File: config.mk
export PLATFORM = sky130hd
export DESIGN_NAME = mem_arbiter
export DESIGN_NICKNAME = d
export VERILOG_FILES = /design/src/rtl/mem_arbiter.sv
export SDC_FILE = /design/constraint.sdc
export NUM_CORES = 1
export LEC_CHECK = 0
export BUFFER_PORTS_ARGS = -buffer_cell sky130_fd_sc_hd__buf_2
export CAP_MARGIN = 20
export CORE_AREA = 2 2 109 111
export DETAILED_ROUTE_END_ITERATION = 12
export DIE_AREA = 0 0 111 113
export PLACE_DENSITY_LB_ADDON = 0.05
export SYNTH_ARGS = -nofsm -noshare
export SYNTH_HDL_FRONTEND = slang
export SYNTH_SLANG_ARGS = --single-unit
export TNS_END_PERCENT = 30
File: constraint.sdc
create_clock -name clk -period 1.69 [get_ports clk]
set_input_delay 0.4225 -clock clk [delete_from_list [all_inputs] [get_ports clk]]
set_output_delay 0.4225 -clock clk [all_outputs]
set_load 0.05 [all_outputs]
File: src/rtl/mem_arbiter.sv
// N-master to 1-slave arbiter for the valid/ready memory bus.
// Fixed-priority or round-robin selection, the winning request is latched for
// the whole transaction, and an optional watchdog ends hung transactions with an error.
module mem_arbiter #(
  parameter int unsigned NUM_MASTERS    = 2,
  parameter int unsigned ADDR_WIDTH     = 32,
  parameter int unsigned DATA_WIDTH     = 32,
  parameter int unsigned RR_MODE        = 1,
  parameter int unsigned TIMEOUT_CYCLES = 0,
  localparam int unsigned IDX_W         = $clog2(NUM_MASTERS),
  localparam int unsigned STRB_W        = DATA_WIDTH / 8
) (
  input  logic                          clk,
  input  logic                          rst,
  input  logic [NUM_MASTERS-1:0]        m_valid,
  input  logic [NUM_MASTERS-1:0]        m_instr,
  input  logic [NUM_MASTERS*ADDR_WIDTH-1:0] m_addr,
  input  logic [NUM_MASTERS*DATA_WIDTH-1:0] m_wdata,
  input  logic [NUM_MASTERS*STRB_W-1:0] m_wstrb,
  output logic [DATA_WIDTH-1:0]         m_rdata,
  output logic [NUM_MASTERS-1:0]        m_ready,
  output logic [NUM_MASTERS-1:0]        m_error,
  output logic                          mem_valid,
  output logic                          mem_instr,
  output logic [ADDR_WIDTH-1:0]         mem_addr,
  output logic [DATA_WIDTH-1:0]         mem_wdata,
  output logic [STRB_W-1:0]             mem_wstrb,
  input  logic [DATA_WIDTH-1:0]         mem_rdata,
  input  logic                          mem_ready,
  output logic                          busy,
  output logic [IDX_W-1:0]              grant_idx
);

  typedef enum logic [0:0] {StIdle, StBusy} state_e;

  state_e              state_q, state_d;
  logic                mem_valid_q, mem_valid_d;
  logic                mem_instr_q, mem_instr_d;
  logic [ADDR_WIDTH-1:0] mem_addr_q, mem_addr_d;
  logic [DATA_WIDTH-1:0] mem_wdata_q, mem_wdata_d;
  logic [STRB_W-1:0]   mem_wstrb_q, mem_wstrb_d;
  logic [IDX_W-1:0]    grant_q, grant_d;
  logic [IDX_W-1:0]    rr_ptr_q, rr_ptr_d;
  logic [31:0]         cnt_q, cnt_d;

  logic                win_found;
  logic [IDX_W-1:0]    win_idx;
  int unsigned         cand;
  logic                timeout;
  logic                done;

  // Winner search: from index 0 (fixed) or from the RR pointer with wrap-around.
  always_comb begin
    win_found = 1'b0;
    win_idx   = '0;
    cand      = 0;
    for (int unsigned k = 0; k < NUM_MASTERS; k++) begin
      cand = (RR_MODE != 0) ? (32'(rr_ptr_q) + k) % NUM_MASTERS : k;
      if (!win_found && m_valid[cand[IDX_W-1:0]]) begin
        win_found = 1'b1;
        win_idx   = cand[IDX_W-1:0];
      end
    end
  end

  // Watchdog fires in the last allowed BUSY cycle; a coincident mem_ready takes precedence.
  assign timeout = (TIMEOUT_CYCLES != 0) && (cnt_q == 32'(TIMEOUT_CYCLES - 1)) && !mem_ready;

  // Next-state logic plus combinational completion outputs.
  always_comb begin
    state_d     = state_q;
    mem_valid_d = mem_valid_q;
    mem_instr_d = mem_instr_q;
    mem_addr_d  = mem_addr_q;
    mem_wdata_d = mem_wdata_q;
    mem_wstrb_d = mem_wstrb_q;
    grant_d     = grant_q;
    rr_ptr_d    = rr_ptr_q;
    cnt_d       = cnt_q;
    done        = 1'b0;
    m_ready     = '0;
    m_error     = '0;
    m_rdata     = '0;
    unique case (state_q)
      StIdle: begin
        if (win_found) begin
          state_d     = StBusy;
          mem_valid_d = 1'b1;
          mem_instr_d = m_instr[win_idx];
          mem_addr_d  = m_addr[win_idx*ADDR_WIDTH +: ADDR_WIDTH];
          mem_wdata_d = m_wdata[win_idx*DATA_WIDTH +: DATA_WIDTH];
          mem_wstrb_d = m_wstrb[win_idx*STRB_W +: STRB_W];
          grant_d     = win_idx;
          cnt_d       = '0;
        end
      end
      StBusy: begin
        if (mem_ready) begin
          m_ready[grant_q] = 1'b1;
          m_rdata          = mem_rdata;
          done             = 1'b1;
        end else if (timeout) begin
          m_ready[grant_q] = 1'b1;
          m_error[grant_q] = 1'b1;
          done             = 1'b1;
        end else begin
          cnt_d = cnt_q + 32'd1;
        end
        if (done) begin
          state_d     = StIdle;
          mem_valid_d = 1'b0;
          rr_ptr_d    = (grant_q == IDX_W'(NUM_MASTERS - 1)) ? '0 : grant_q + IDX_W'(1);
        end
      end
      default: state_d = StIdle;
    endcase
    // A transaction abandoned by reset must not signal completion.
    if (rst) begin
      m_ready = '0;
      m_error = '0;
      m_rdata = '0;
    end
  end

  // State and latched-request registers with synchronous reset.
  always_ff @(posedge clk) begin
    if (rst) begin
      state_q     <= StIdle;
      mem_valid_q <= 1'b0;
      mem_instr_q <= 1'b0;
      mem_addr_q  <= '0;
      mem_wdata_q <= '0;
      mem_wstrb_q <= '0;
      grant_q     <= '0;
      rr_ptr_q    <= '0;
      cnt_q       <= '0;
    end else begin
      state_q     <= state_d;
      mem_valid_q <= mem_valid_d;
      mem_instr_q <= mem_instr_d;
      mem_addr_q  <= mem_addr_d;
      mem_wdata_q <= mem_wdata_d;
      mem_wstrb_q <= mem_wstrb_d;
      grant_q     <= grant_d;
      rr_ptr_q    <= rr_ptr_d;
      cnt_q       <= cnt_d;
    end
  end

  assign busy      = (state_q == StBusy);
  assign mem_valid = mem_valid_q;
  assign mem_instr = mem_instr_q;
  assign mem_addr  = mem_addr_q;
  assign mem_wdata = mem_wdata_q;
  assign mem_wstrb = mem_wstrb_q;
  assign grant_idx = grant_q;

endmodule

# Word level (Yosys, flattened, before mapping)
# Cells that the tools add are included.
dict set report totals {
  input_bits 175
  out_inout_bits 108
  word_cells 54
  ff_bits 73
}
dict set report op_classes {
  eq_ne 2
  n_reduce_logical 6
  n_bitwise 1
  shift 3
  n_lt_le_gt_ge 5
  mux 27
  n_addsub 2
}
# cell n
set ops {}
lappend ops {{$shiftx A64 B7 Y32} 2}
lappend ops {{$mux W32} 3}
lappend ops {{$mux W1} 18}
lappend ops {{$lt A1 B2 Y1 const B} 4}
lappend ops {{$shiftx A8 B4 Y4} 1}
lappend ops {{$mux W2} 3}
lappend ops {{$reduce_and A2 Y1} 3}
lappend ops {{$pmux W1 S2} 2}
lappend ops {{$add A1 B1 Y1 const B} 2}
lappend ops {{$logic_and A1 B1 Y1} 2}
lappend ops {{$ne A2 B1 Y1 const B} 1}
lappend ops {{$ne A2 B2 Y1 const B} 1}
lappend ops {{$demux W1 S1} 1}
lappend ops {{$ge A1 B1 Y1 const B} 1}
lappend ops {{$logic_not A1 Y1} 1}
lappend ops {{$not A1 Y1} 1}

# Depth between registers and ports, before layout
# Gate-level depths: netlist of run 1.
dict set report logic_depth {
  word_depth 8
  mapped_depth 7
  depth_no_buf 3
}

# Worst setup path before layout of run 1
# No wires, ideal clock.
dict set report synth_timing {
  kind {flip-flop to output port}
  startpoint {register state_q, in the netlist busy}
  endpoint {output m_ready[0]}
  t_arrival_ns 1.942
  slack_ns -0.675
  path_stages_with_launch 3
  required_ns 1.267
  n_path_buf 0
  cell_sequence {dfxtp_1 -> nand2_1 -> nor3_1}
}
dict set report synth_via {
  elab_chain_len 2
}
# item line
set synth_rtl {}
lappend synth_rtl {{start: declaration} 36} ;# state_e state_q, state_d;
lappend synth_rtl {{start signal: assignment} 128} ;# state_q <= StIdle;
lappend synth_rtl {{start signal: assignment} 138} ;# state_q <= state_d;
lappend synth_rtl {{$mux W2} 84} ;# unique case (state_q)
lappend synth_rtl {{$mux W2} 118} ;# if (rst) begin
lappend synth_rtl {{end: declaration} 21} ;# output logic [NUM_MASTERS-1:0] m_ready,
# Every way passes these cells.

# Worst setup path in the final report of run 1
dict set report layout_timing {
  startpoint {register state_q, in the netlist busy}
  endpoint {output m_rdata[0]}
}
dict set report layout_via {
  elab_chain_len 2
}
# item line
set layout_rtl {}
lappend layout_rtl {{$mux W32} 84}
lappend layout_rtl {{$mux W32} 118}
lappend layout_rtl {{end: declaration} 20} ;# output logic [DATA_WIDTH-1:0] m_rdata,
# Every way passes these cells.

==> impl_metrics.py, run 1 <==
metrics = {
    "global_routing": {
        "antenna_found_initial": 1,
        "grt_pass1_vias": 4523,
        "grt_pass1_wl_um": 23200,
        "grt_max_degree": 73,
        "grt.total_usage_pct": 22.9,
        "overflow": 0,
    },
    "floorplan": {
        "num_rows": 39,
        "die_area_mm2": 0.0125,
        "dieHeight_um": 113,
        "fp.dieW_um": 111,
        "core-area_mm2": 0.0113,
        "io_pins": 283,
        "start_util_pct": 33.8,
    },
    "pwr": {
        "power_mw": 5.71,
        "leakagePower_nw": 2.77,
        "irDropWorstVdd_uv": 468,
        "power.density_mw_per_mm2": 938,
    },
    "setup_path": {
        "crit_buf_inv": 2,
        "crit_type": "reg -> out",
        "slowest_delay_ns": 0.35,
        "worst-path-stages": 5,
        "reg2reg_from": "busy$_SDFF_PP0_",
        "crit_slowest_cell": "dfxtp_4",
        "worstRegToRegCells": 5,
        "crit_path_end_kind": "primary output",
        "critPathTopFamily": "flip-flops",
        "crit_chain": "nand2_4, nor2_4, buf_12, and2_1, buf_6",
        "arrival_ns": 1.34,
        "critPathLaunch": "busy$_SDFF_PP0_",
        "crit_required_ns": 1.27,
        "r2r-end": "mem_wdata[9]$_SDFFE_PP0P_",
        "reg2reg_setup_slack_ns": 0.15,
        "cp_max_fo": 32,
        "startpoint_type": "flip-flop",
    },
    "yosys": {
        "async_reset_ff_share_pct": 0,
        "synth.area.top_cells": "dfxtp_1, a311oi_1, nand3_1",
        "netlist-cell-type-count": 27,
        "synthCells": 457,
        "synth-edff-count": 0,
        "synth_seq_cells": 73,
        "ys_warn_count": 0,
        "netlist_top_cells_count": "dfxtp_1, nand3_1, o21ai_0",
        "synth.avg_cell_area_um2": 8.34,
        "synth-seq-area-share_pct": 38.3,
        "ys.flop_type": "dfxtp_1",
        "yosysMostFrequentCell": "dfxtp_1",
        "yosysTopAreaCellShare_pct": 38.3,
        "synth.largest_area_cell": "dfxtp_1",
        "syn_area_mm2": 0.00381,
    },
    "drt": {
        "wl_met3_um": 971,
        "top_layer_used": "met4",
        "routed_wl_um": 14500,
        "wl_met2_um": 7290,
        "drt-met1-wl_um": 5820,
        "ant_nets": 0,
        "vias": 4458,
        "via_per_inst": 5.19,
        "wl_per_cell_um": 16.9,
        "drcViolationCount": 0,
        "dr.pass1.iters": 4,
        "drt_iter0_drc": 193,
    },
    "timing": {
        "period_needed_ns": 1.76,
        "setup_violations": 33,
        "worst_slack_ns": -0.0718,
        "clock_skew_ns": 0.00417,
        "rsz0062_at_grt": "true",
        "fin_crit_sh_pct": 104,
        "max_freq_ghz": 0.568,
        "drv_slew": 0,
        "hold_viol": 0,
    },
    "layout": {
        "postLayoutCoreUtil_pct": 54.0,
        "regArea_mm2": 0.00147,
        "areaGrowthSynthToFinish_pct": 59.5,
        "drive_above_1_share_pct": 53.7,
        "fin_nets": 885,
        "multi_input_area_mm2": 0.00213,
        "fillers": 1074,
    },
    "outcome": {
        "violations": "negative setup slack",
        "status": "finished, violations left",
    },
    "placed_design": {
        "gp_congestion": 0.840,
        "hpwl_um": 10300,
        "io_buffers": 280,
    },
    "clock_tree": {
        "clock-root-buffer": "clkbuf_16",
        "cts_sinks": 73,
        "cts.clk_slew.worst_paths_ns": 0.06,
        "cts_setup_buffers": 0,
        "numCtsBuffers": 9,
        "ctsLongestPathBuffers": 2,
        "worstSkewPairLatency_ns": 0.34,
        "htreeDepth": 3,
        "cts_tree": "done",
    },
    "min_path": {
        "hold_path_end": "mem_wstrb[3]$_SDFFE_PP0P_",
        "hp-start": "m_wstrb[3]",
        "min_path_type": "in -> reg",
        "whs_path_depth": 3,
    },
    "run": {
        "maxCapViolCount": 0,
    },
}
area by class of cell:
class / instances / share of cell area (%)
Antenna cell: 1 / 0.0411
Clock inverter: 3 / 0.247
Tap cell: 143 / 2.94
Timing Repair Buffer: 300 / 33.3
Sequential cell: 73 / 24.1
Inverter: 2 / 0.123
Clock buffer: 13 / 4.28
Multi-Input combinational cell: 324 / 35.0
placed cells by master (no fill, tap or decap), types with 2 or more instances in the layout:
cell type  synthesis  final
buf_4              5      8
and2_4             0     30
buf_2              6    246
dfxtp_1           73     72
nor2_2            10     10
clkbuf_1          35      2
nand3_1           69     69
buf_12             1     12
buf_6             10      4
clkinv_2           0      3
clkbuf_8           0      2
a311oi_1          49     49
a21oi_1            2      2
a311oi_2          21     21
buf_8              0     30
o21ai_0           69     69
and2_1            32      2
nor2_1            60     59
clkbuf_16          0      9
conb_1             1      2
report_power, final:
part	leakage (nW)	switching, mW	internal, mW
logic	2.02	1.30	0.630
registers	0.607	0.0907	1.90
clock network	0.139	0.719	1.07
total	2.77	2.11	3.60
registers in the layout, indices dropped and copies added (netlist names):
| name | flops |
|---|---|
| mem_addr | 32 |
| mem_valid | 1 |
| mem_wstrb | 4 |
| rr_ptr_q | 1 |
| mem_wdata | 32 |
| grant_idx | 1 |
| mem_instr | 1 |
| busy | 1 |
logic make-up after synthesis:
logic type	count (synthesis)	share of synthesized area [%]
compound gates	145	29.8
buf+inv	61	9.09
flops	73	38.3
simple gates	177	22.7
other cells	1	0.0983
routing by layer:
metal,vias to the layer above,GRT usage [%]
met5,-,0
met4,0,10.1
met3,25,5.25
met2,179,41.1
met1,2070,26.1
li1,2184,-
worst max path at each step:
stage | end | slack (ns)
2_1_floorplan | m_ready[0] | -0.06
3_3_place_gp | m_rdata[24] | -0.05
3_5_place_dp | m_rdata[25] | -0.09
4_1_cts | m_rdata[31] | -0.08
5_1_grt | m_rdata[0] | -0.14
6_report | m_rdata[0] | -0.07
metrics by stage:
stage	worst slack, ns	instances	setup TNS (ns)	hold slack [ns]	cell area [µm²]
2_1_floorplan	-0.0562	458	-0.0562	0.496	3920
3_3_place_gp	-0.0547	842	-1.63	0.447	5470
3_5_place_dp	-0.0947	842	-2.62	0.469	5470
4_1_cts	-0.0801	858	-2.20	0.357	6070
5_1_grt	-0.141	858	-3.57	0.370	6080
6_report	-0.0718	859	-1.82	0.366	6080
worst reg2reg max path, stage by stage, from the launching register on:
cell      delay [ns]
dfxtp_4         0.35
buf_4           0.15
o21ba_4         0.41
buf_12          0.22
nor2_1          0.07
a311oi_1        0.25
what timing repair did:
action / in CTS / in global routing
setup endpoints to repair: 34 / 34
pin swaps: 20 / 8
gates resized for setup: 99 / 2
hold buffers: 0 / 0
endpoints found under the hold margin: 0 / 0
Power figures use the tool's default switching activity.
==> run 2: changes to the inputs <==
--- a/config.mk
+++ b/config.mk
@@ -5,12 +5,13 @@
 export SDC_FILE = /design/constraint.sdc
 export NUM_CORES = 1
 export LEC_CHECK = 0
-export BUFFER_PORTS_ARGS = -buffer_cell sky130_fd_sc_hd__buf_2
+export BUFFER_PORTS_ARGS = -buffer_cell sky130_fd_sc_hd__clkbuf_2
 export CAP_MARGIN = 20
 export CORE_AREA = 2 2 109 111
 export DETAILED_ROUTE_END_ITERATION = 12
 export DIE_AREA = 0 0 111 113
 export PLACE_DENSITY_LB_ADDON = 0.05
+export SLEW_MARGIN = 20
 export SYNTH_ARGS = -nofsm -noshare
 export SYNTH_HDL_FRONTEND = slang
 export SYNTH_SLANG_ARGS = --single-unit
==> impl_metrics.py, run 2 (synthesis gave the netlist of run 1 again) <==
metrics = {
    "outcome": {
        "status": "finished, violations left",
        "violations": "negative setup slack",
    },
    "placed_design": {
        "hpwl_um": 10600,
        "gp_congestion": 0.839,
        "placed_cells": 843,
        "io_buffers": 280,
    },
    "floorplan": {
        "io_pins": 283,
        "fp.dieW_um": 111,
        "dieHeight_um": 113,
        "num_rows": 39,
        "core-area_mm2": 0.0113,
        "die_area_mm2": 0.0125,
        "start_util_pct": 33.8,
    },
    "layout": {
        "drive_above_1_share_pct": 54.2,
        "postLayoutCoreUtil_pct": 57.3,
        "layout.cells.non_filler": 864,
        "areaGrowthSynthToFinish_pct": 69.5,
        "fin_nets": 890,
        "fillers": 1038,
        "final_cell_mix": "clkbuf_2, dfxtp_1, o21ai_0, nand3_1, nor2_1",
        "mostFrequentLayoutCell": "clkbuf_2",
    },
    "clock_tree": {
        "numCtsBuffers": 9,
        "htreeDepth": 3,
        "cts_sinks": 73,
        "clock-root-buffer": "clkbuf_16",
        "cts_tree": "done",
        "worstSkewPairLatency_ns": 0.33,
        "cts.clk_slew.worst_paths_ns": 0.06,
        "cts_hold_buf": 0,
        "ctsLongestPathBuffers": 2,
    },
    "setup_path": {
        "r2r-end": "mem_addr[18]$_SDFFE_PP0P_",
        "cp_max_fo": 8,
        "reg2reg_from": "busy$_SDFF_PP0_",
        "crit_path_end_kind": "primary output",
        "worstRegToRegCells": 5,
        "arrival_ns": 1.45,
        "crit_type": "reg -> out",
        "startpoint_type": "flip-flop",
        "reg2reg_setup_slack_ns": 0.18,
        "crit_required_ns": 1.27,
    },
    "global_routing": {
        "grt_pass1_wl_um": 23400,
        "grt_pass1_vias": 4604,
        "grt.total_usage_pct": 23.1,
        "grt_max_degree": 59,
        "overflow": 0,
        "antenna_found_initial": 1,
    },
    "drt": {
        "drcViolationCount": 0,
        "ant_nets": 0,
        "dr.pass1.iters": 4,
        "drt_iter0_drc": 145,
        "routed_wl_um": 15100,
        "via_per_inst": 5.26,
        "wl_per_cell_um": 17.5,
        "vias": 4544,
    },
    "pwr": {
        "irDropWorstVdd_uv": 438,
        "p_switching_mw": 2.11,
        "p_clk_share_pct": 34.4,
        "leakagePower_nw": 2.91,
        "seqPwrFrac_pct": 33.0,
        "swShare_pct": 35.0,
        "power.density_mw_per_mm2": 934,
        "p_comb_share_pct": 32.5,
        "intPower_mw": 3.93,
    },
    "timing": {
        "rsz0062_at_grt": "true",
        "clock_skew_ns": 0.0106,
        "timing.hold.ws_ns": 0.355,
        "worst_slack_ns": -0.182,
        "setup_violations": 33,
        "hold_viol": 0,
        "fin_crit_sh_pct": 111,
        "period_needed_ns": 1.87,
        "slew_headroom_pct": 53.2,
        "worst_pin_slew_ns": 0.703,
        "max_freq_ghz": 0.534,
        "drv_slew": 0,
    },
    "min_path": {
        "min_path_type": "in -> reg",
        "hp-start": "m_addr[2]",
        "hold_path_end": "mem_addr[2]$_SDFFE_PP0P_",
        "whs_path_depth": 3,
    },
    "run": {
        "maxCapViolCount": 0,
    },
}
## run 2: changes by cell type in the layout (fill, tap and decap cells not counted), moves of 2 or more
cell	before	now
buf_8	30	1
bufinv_16	0	2
buf_2	246	1
and2_4	30	32
buf_4	8	12
clkbuf_16	9	30
clkbuf_2	0	245
buf_6	4	1
and2_1	2	0
clkinv_2	3	0
buf_12	12	22
## run 2: power groups by stage
stage,logic [mW],clock network (mW),registers [mW]
floorplan,0.725,0,2.62
global placement,1.88,0,2.03
detailed placement,1.90,0,2.03
CTS,1.97,2.14,2.00
global route,2.09,2.19,2.02
finish,1.97,2.08,2.00
## run 2: cell type report
cell class | instances | area [µm²] | area share [%]
timing repair buffer | 305 | 2350 | 36.4
multi-input combinational | 324 | 2130 | 33.0
sequential | 73 | 1470 | 22.7
clock buffer | 14 | 264 | 4.08
tap | 143 | 179 | 2.77
clock inverter | 2 | 60.1 | 0.929
inverter | 2 | 7.51 | 0.116
antenna | 1 | 2.50 | 0.0387
## run 2: how the worst max path moves through the flow
stage | start | end | depth (start not counted)
finish | busy$_SDFF_PP0_ | m_rdata[9] | 6
global route | busy$_SDFF_PP0_ | m_rdata[9] | 6
CTS | busy$_SDFF_PP0_ | m_rdata[9] | 6
detailed placement | mem_ready | m_rdata[31] | 6
global placement | mem_ready | m_rdata[23] | 6
floorplan | rst | m_ready[0] | 2
## run 2: critical path: stages, from the launching register on
cell,delay [ns]
dfxtp_4,0.35
nand2_4,0.06
nor2_4,0.12
buf_6,0.14
clkbuf_16,0.15
and2_4,0.15
clkbuf_16,0.15
## run 2: layer usage
layer	global-route usage, %	wire length, µm
met1	25.9	5670
met2	41.8	7800
met3	4.87	1090
met4	11.3	554
met5	0	0
## run 2: timing repair
action,4_1_cts,5_1_grt
gates cloned,1,1
resized for setup,69,3
pin swaps,8,26
setup buffers,2,0
endpoints found under the setup margin,34,33
## run 2: metrics by stage
stage | power, mW | TNS [ns] | setup WS (ns) | cell area (µm²)
2_1_floorplan | 3.35 | -0.0562 | -0.0562 | 3920
3_3_place_gp | 3.91 | -1.52 | -0.0749 | 5620
3_5_place_dp | 3.93 | -1.91 | -0.0984 | 5620
4_1_cts | 6.10 | -5.46 | -0.190 | 6430
5_1_grt | 6.30 | -6.51 | -0.226 | 6460
6_report | 6.04 | -4.80 | -0.182 | 6460
